File: config.mk
export PLATFORM = sky130hd
export DESIGN_NAME = decode_ctrl_mdu
export DESIGN_NICKNAME = d
export VERILOG_FILES = /design/src/rtl/decode_ctrl_mdu.sv
export SDC_FILE = /design/constraint.sdc
export NUM_CORES = 1
export LEC_CHECK = 0
export ABC_AREA = 1
export BUFFER_PORTS_ARGS = -buffer_cell sky130_fd_sc_hd__buf_2
export CELL_PAD_IN_SITES_DETAIL_PLACEMENT = 1
export CELL_PAD_IN_SITES_GLOBAL_PLACEMENT = 1
export CORE_ASPECT_RATIO = 0.9
export CORE_UTILIZATION = 34
export CTS_CLUSTER_SIZE = 12
export DETAILED_ROUTE_END_ITERATION = 16
export MAX_ROUTING_LAYER = met4
export PLACE_DENSITY = 0.83
export SETUP_SLACK_MARGIN = 0.05
export SYNTH_ARGS = -nofsm -noshare
export SYNTH_HDL_FRONTEND = slang
export SYNTH_SLANG_ARGS = --single-unit
export TNS_END_PERCENT = 5
File: constraint.sdc
create_clock -name clk -period 2 [get_ports clk]
set_input_delay 0.3 -clock clk [delete_from_list [all_inputs] [get_ports clk]]
set_output_delay 0.3 -clock clk [all_outputs]
set_load 0.03 [all_outputs]
File: src/rtl/decode_ctrl_mdu.sv
// rtl/decode_ctrl_mdu.sv - RV32I/M decode into the D/E register with MDU handshake FSM
module decode_ctrl_mdu #(
    parameter bit M_EXT    = 1'b1,
    parameter bit MUL_FAST = 1'b1
) (
    input  logic        clk,
    input  logic        rst_n,
    input  logic [31:0] instr_d,
    input  logic        valid_d,
    input  logic        flush_e,
    input  logic        mdu_done,
    output logic        reg_write_e,
    output logic        mem_write_e,
    output logic        jump_e,
    output logic        branch_e,
    output logic [1:0]  res_src_e,
    output logic        alu_src_a_e,
    output logic        alu_src_b_e,
    output logic        adder_src_e,
    output logic [2:0]  imm_src_e,
    output logic [3:0]  alu_control_e,
    output logic [2:0]  mdu_op_e,
    output logic        illegal_e,
    output logic        mdu_start,
    output logic        mdu_kill,
    output logic        stall_fd
);

    typedef struct packed {
        logic       reg_write;
        logic       mem_write;
        logic       jump;
        logic       branch;
        logic [1:0] res_src;
        logic       alu_src_a;
        logic       alu_src_b;
        logic       adder_src;
        logic [2:0] imm_src;
        logic [3:0] alu_control;
        logic [2:0] mdu_op;
        logic       illegal;
    } ctrl_t;

    typedef enum logic {IDLE = 1'b0, BUSY = 1'b1} state_t;

    logic [6:0] opcode;
    logic [2:0] funct3;
    logic [6:0] funct7;
    assign opcode = instr_d[6:0];
    assign funct3 = instr_d[14:12];
    assign funct7 = instr_d[31:25];

    // Register and immediate fields are consumed elsewhere in the pipeline.
    logic unused_fields;
    assign unused_fields = ^{instr_d[24:15], instr_d[11:7]};

    logic [3:0] alu_arith;
    always_comb begin
        alu_arith = 4'b0000;
        case (funct3)
            3'b000:  alu_arith = (opcode[5] && funct7[5]) ? 4'b0001 : 4'b0000;
            3'b001:  alu_arith = 4'b0010;
            3'b010:  alu_arith = 4'b0011;
            3'b011:  alu_arith = 4'b0100;
            3'b100:  alu_arith = 4'b0101;
            3'b101:  alu_arith = funct7[5] ? 4'b0111 : 4'b0110;
            3'b110:  alu_arith = 4'b1000;
            default: alu_arith = 4'b1001;
        endcase
    end

    ctrl_t dec;
    logic  dec_long;
    logic  illegal;
    always_comb begin
        dec      = '0;
        dec_long = 1'b0;
        illegal  = 1'b0;
        case (opcode)
            7'b0000011: begin
                dec.reg_write = 1'b1;
                dec.res_src   = 2'b01;
                dec.alu_src_b = 1'b1;
            end
            7'b0010011: begin
                dec.reg_write   = 1'b1;
                dec.alu_src_b   = 1'b1;
                dec.alu_control = alu_arith;
            end
            7'b0010111: begin
                dec.reg_write = 1'b1;
                dec.alu_src_a = 1'b1;
                dec.alu_src_b = 1'b1;
                dec.imm_src   = 3'b100;
            end
            7'b0100011: begin
                dec.mem_write = 1'b1;
                dec.alu_src_b = 1'b1;
                dec.imm_src   = 3'b001;
            end
            7'b0110011: begin
                if (M_EXT && funct7 == 7'b0000001) begin
                    dec.reg_write = 1'b1;
                    dec.res_src   = 2'b11;
                    dec.mdu_op    = funct3;
                    dec_long      = funct3[2] | !MUL_FAST;
                end else if (funct7 == 7'b0000000 || funct7 == 7'b0100000) begin
                    dec.reg_write   = 1'b1;
                    dec.alu_control = alu_arith;
                end else begin
                    illegal = 1'b1;
                end
            end
            7'b0110111: begin
                dec.reg_write   = 1'b1;
                dec.alu_src_b   = 1'b1;
                dec.imm_src     = 3'b100;
                dec.alu_control = 4'b1101;
            end
            7'b1100011: begin
                dec.branch  = 1'b1;
                dec.imm_src = 3'b010;
                case (funct3[2:1])
                    2'b00:   dec.alu_control = 4'b1010;
                    2'b10:   dec.alu_control = 4'b1011;
                    2'b11:   dec.alu_control = 4'b1100;
                    default: illegal = 1'b1;
                endcase
            end
            7'b1100111: begin
                dec.reg_write = 1'b1;
                dec.res_src   = 2'b10;
                dec.jump      = 1'b1;
                dec.adder_src = 1'b1;
            end
            7'b1101111: begin
                dec.reg_write = 1'b1;
                dec.res_src   = 2'b10;
                dec.jump      = 1'b1;
                dec.imm_src   = 3'b011;
            end
            default: illegal = 1'b1;
        endcase
        // An illegal instruction carries nothing but its flag into E.
        if (illegal) begin
            dec         = '0;
            dec.illegal = 1'b1;
            dec_long    = 1'b0;
        end
    end

    state_t state, state_nx;
    ctrl_t  e_q, e_nx;
    logic   start_nx, kill_nx;

    assign stall_fd = (state == BUSY) && !mdu_done && !flush_e;

    always_comb begin
        state_nx = state;
        e_nx     = e_q;
        start_nx = 1'b0;
        kill_nx  = 1'b0;
        if (flush_e) begin
            e_nx     = '0;
            state_nx = IDLE;
            kill_nx  = (state == BUSY);
        end else if (!stall_fd) begin
            e_nx     = valid_d ? dec : '0;
            state_nx = (valid_d && dec_long) ? BUSY : IDLE;
            start_nx = valid_d && dec_long;
        end
    end

    always_ff @(posedge clk or negedge rst_n) begin
        if (!rst_n) begin
            state     <= IDLE;
            e_q       <= '0;
            mdu_start <= 1'b0;
            mdu_kill  <= 1'b0;
        end else begin
            state     <= state_nx;
            e_q       <= e_nx;
            mdu_start <= start_nx;
            mdu_kill  <= kill_nx;
        end
    end

    assign reg_write_e   = e_q.reg_write;
    assign mem_write_e   = e_q.mem_write;
    assign jump_e        = e_q.jump;
    assign branch_e      = e_q.branch;
    assign res_src_e     = e_q.res_src;
    assign alu_src_a_e   = e_q.alu_src_a;
    assign alu_src_b_e   = e_q.alu_src_b;
    assign adder_src_e   = e_q.adder_src;
    assign imm_src_e     = e_q.imm_src;
    assign alu_control_e = e_q.alu_control;
    assign mdu_op_e      = e_q.mdu_op;
    assign illegal_e     = e_q.illegal;

endmodule

==> results.cfg <==
[outcome]
outcome = finished, violations left
violations = hold timing

[cells_and_area]
num_antenna_cells = 0
drive_above_1_share = 0.316
mostFrequentLayoutCells = nand2_1, buf_2, dfrtp_1
fin_nets = 272
final_common_cell = nand2_1
fin_area_mm2 = 0.00166
syn_to_final_growth_pct = 24.8

[place]
gp_congestion = 0.824
hpwl_um = 2690
pre_cts_ws_ns = 0.596
placed_area_mm2 = 0.00161
port_buffers = 44

[timing]
maxSlewViolCount = 0
hold_ws_ns = -0.0163
min_period_ns = 1.46
fin_crit_sh = 0.729
fmax_mhz = 686
rsz0062_at_grt = no
finalSetupViolCount = 0
tightest_slew_ns = 0.473
setup_ws_ns = 0.542
final_hold_viol_count = 22
skew_ns = 0.00425
setup_tns_ns = 0
maxSlewHeadroom = 0.685

[critical_path]
crit_arrival_ns = 1.16
cp-end-kind = output pin
crit_required_ns = 1.70
max_stage_delay_ns = 0.36
r2r_cells = 8
worst-setup-path-type = flip-flop to output pin
r2r-end = alu_control_e[2]
rr_startpoint = mdu_op_e[2]
start_kind = flip-flop
path_cells = inv_1 > nor2_1 > inv_1 > nor2_1 > buf_2
crit_slowest_cell = dfrtp_1
critPathMaxFanout = 3
rrSetupSlack_ns = 0.75

[route]
drt_pass1_iterations = 4
wl_um = 3340
viasPerCell = 4.68
drc = 0
vias = 1310
drtAntennaViolNets = 0
routedWlPerCell_um = 11.9
drt_iter0_markers = 74

[global_route]
antenna_found_initial = 0
grt-ovfl-total = 0
grt_pass1_wl_um = 5480
grt.total_usage = 0.183
grt_pass1_vias = 1247
grt_max_degree = 23

[yosys]
synthesis.area_mm2 = 0.00133
synth_fp_nets = 224
synthMuxAreaShare = 0
ys_types = 25
ys_ff_latch = 22
synth_top_family_by_area = simple AND/OR/NAND/NOR gates
synth_compound_gate_area_share = 0.0960
synth_seq_area_share = 0.414
synth_cells = 187
synth.avg_cell_area_um2 = 7.11
synthAdderAreaFrac = 0
synth_xor_area_frac = 0
synth-simple-area-share = 0.399
synth_warnings = 0

[hold_path]
worstHoldPathType = primary input to async pin

[clocking]
postCtsSetupRepairBufs = 0
cts_tree = built
ctsRootBufferMaster = clkbuf_8
clkTransAtPathRegs_ns = 0.08
clock_sinks = 22
ctsLongestPathBuffers = 2
cts_buffers = 3
htree_levels = 1
worstSkewPairLatency_ns = 0.26
postCtsHoldBufs = 0
cts_resized = 0

[floorplan]
row_count = 21
die_h_um = 61.3
core_mm2 = 0.00373
die_w_um = 67.9
die-area_mm2 = 0.00417
io-pin-count = 60
initial_utilization = 0.356

[power]
p_leak_uw = 0.00105
power_density_mw_per_mm2 = 521
ir_worst_vdd_uv = 219

[flow_run]
maxCapViolations = 0
-- flip-flops by register name, indices dropped and copies added (netlist names) --
signal,count
imm_src_e,3
mem_write_e,1
mdu_op_e,3
illegal_e,1
res_src_e,2
alu_control_e,4
mdu_start,1
alu_src_a_e,1
jump_e,1
adder_src_e,1
mdu_kill,1
reg_write_e,1
branch_e,1
alu_src_b_e,1
-- cell families (layout without fill, tap and decap cells) --
kind of cell	count (synthesis)	after routing
AOI/OAI and AO/OA	20	20
buffers and inverters	30	77
DFF	22	22
and+or+nand+nor	115	115
-- how the worst max path moves through the flow --
stage	from	to	slack (ns)	depth (start not counted)
3_5_place_dp	instr_d[3]	illegal_e	0.60	11
2_1_floorplan	mdu_op_e[2]	imm_src_e[0]	0.83	6
3_3_place_gp	instr_d[3]	illegal_e	0.62	11
4_1_cts	mdu_op_e[2]	stall_fd	0.52	5
6_report	mdu_op_e[2]	stall_fd	0.54	5
5_1_grt	mdu_op_e[2]	stall_fd	0.44	5
-- worst max-delay path, delay by kind of cell (launching register included) --
kind,cells,cell delay [ns]
buffers and inverters,3,0.33
flip-flops,1,0.36
AND/OR/NAND/NOR,2,0.20
-- per-layer routing --
layer,vias to the layer above,share of wire,GRT usage
met5,-,0,-
met4,0,0.023,0.0982
met2,35,0.46,0.290
li1,672,-,-
met1,598,0.48,0.236
met3,5,0.038,0.00556
-- cell type report --
class,instances,area (µm²)
multi-input cells,135,658
flip-flops and latches,22,551
clock buffers,4,55.1
repair buffers,46,235
inverters,27,104
well taps,46,57.6
fillers,506,2070
-- synth_stat cells --
library cell	n	area, µm²
nand2_1	73	274
dfrtp_1	22	551
inv_1	21	78.8
nor2_1	17	63.8
o21ai_0	12	60.1
nand3_1	6	30.0
inv_2	5	18.8
nand2_2	5	31.3
nand3_2	3	30.0
a21oi_1	2	10.0
a22o_1	2	17.5
buf_2	2	10.0
nand2_4	2	22.5
nand4_1	2	12.5
nor2_2	2	12.5
o31ai_2	2	25.0
buf_4	1	7.51
inv_4	1	6.26
nor2_4	1	11.3
nor2_8	1	20.0
nor3_1	1	5.00
nor3_2	1	10.0
nor3b_1	1	7.51
o21ai_2	1	8.76
o22ai_1	1	6.26
-- metrics by stage --
| step | utilization | instances | total power, µW |
|---|---|---|---|
| after floorplan | - | 187 | 508 |
| after detailed placement | 0.430 | 276 | 560 |
| after CTS | 0.445 | 280 | 872 |
| final | 0.445 | 280 | 864 |
| after global routing | 0.445 | 280 | 901 |
| after global placement | 0.430 | 276 | 557 |
-- power by group --
part / total [µW] / internal [µW] / switching (µW)
Clock: 315 / 176 / 140
Sequential: 447 / 446 / 0.973
Combinational: 102 / 33.5 / 68.2
Power figures use the tool's default switching activity.
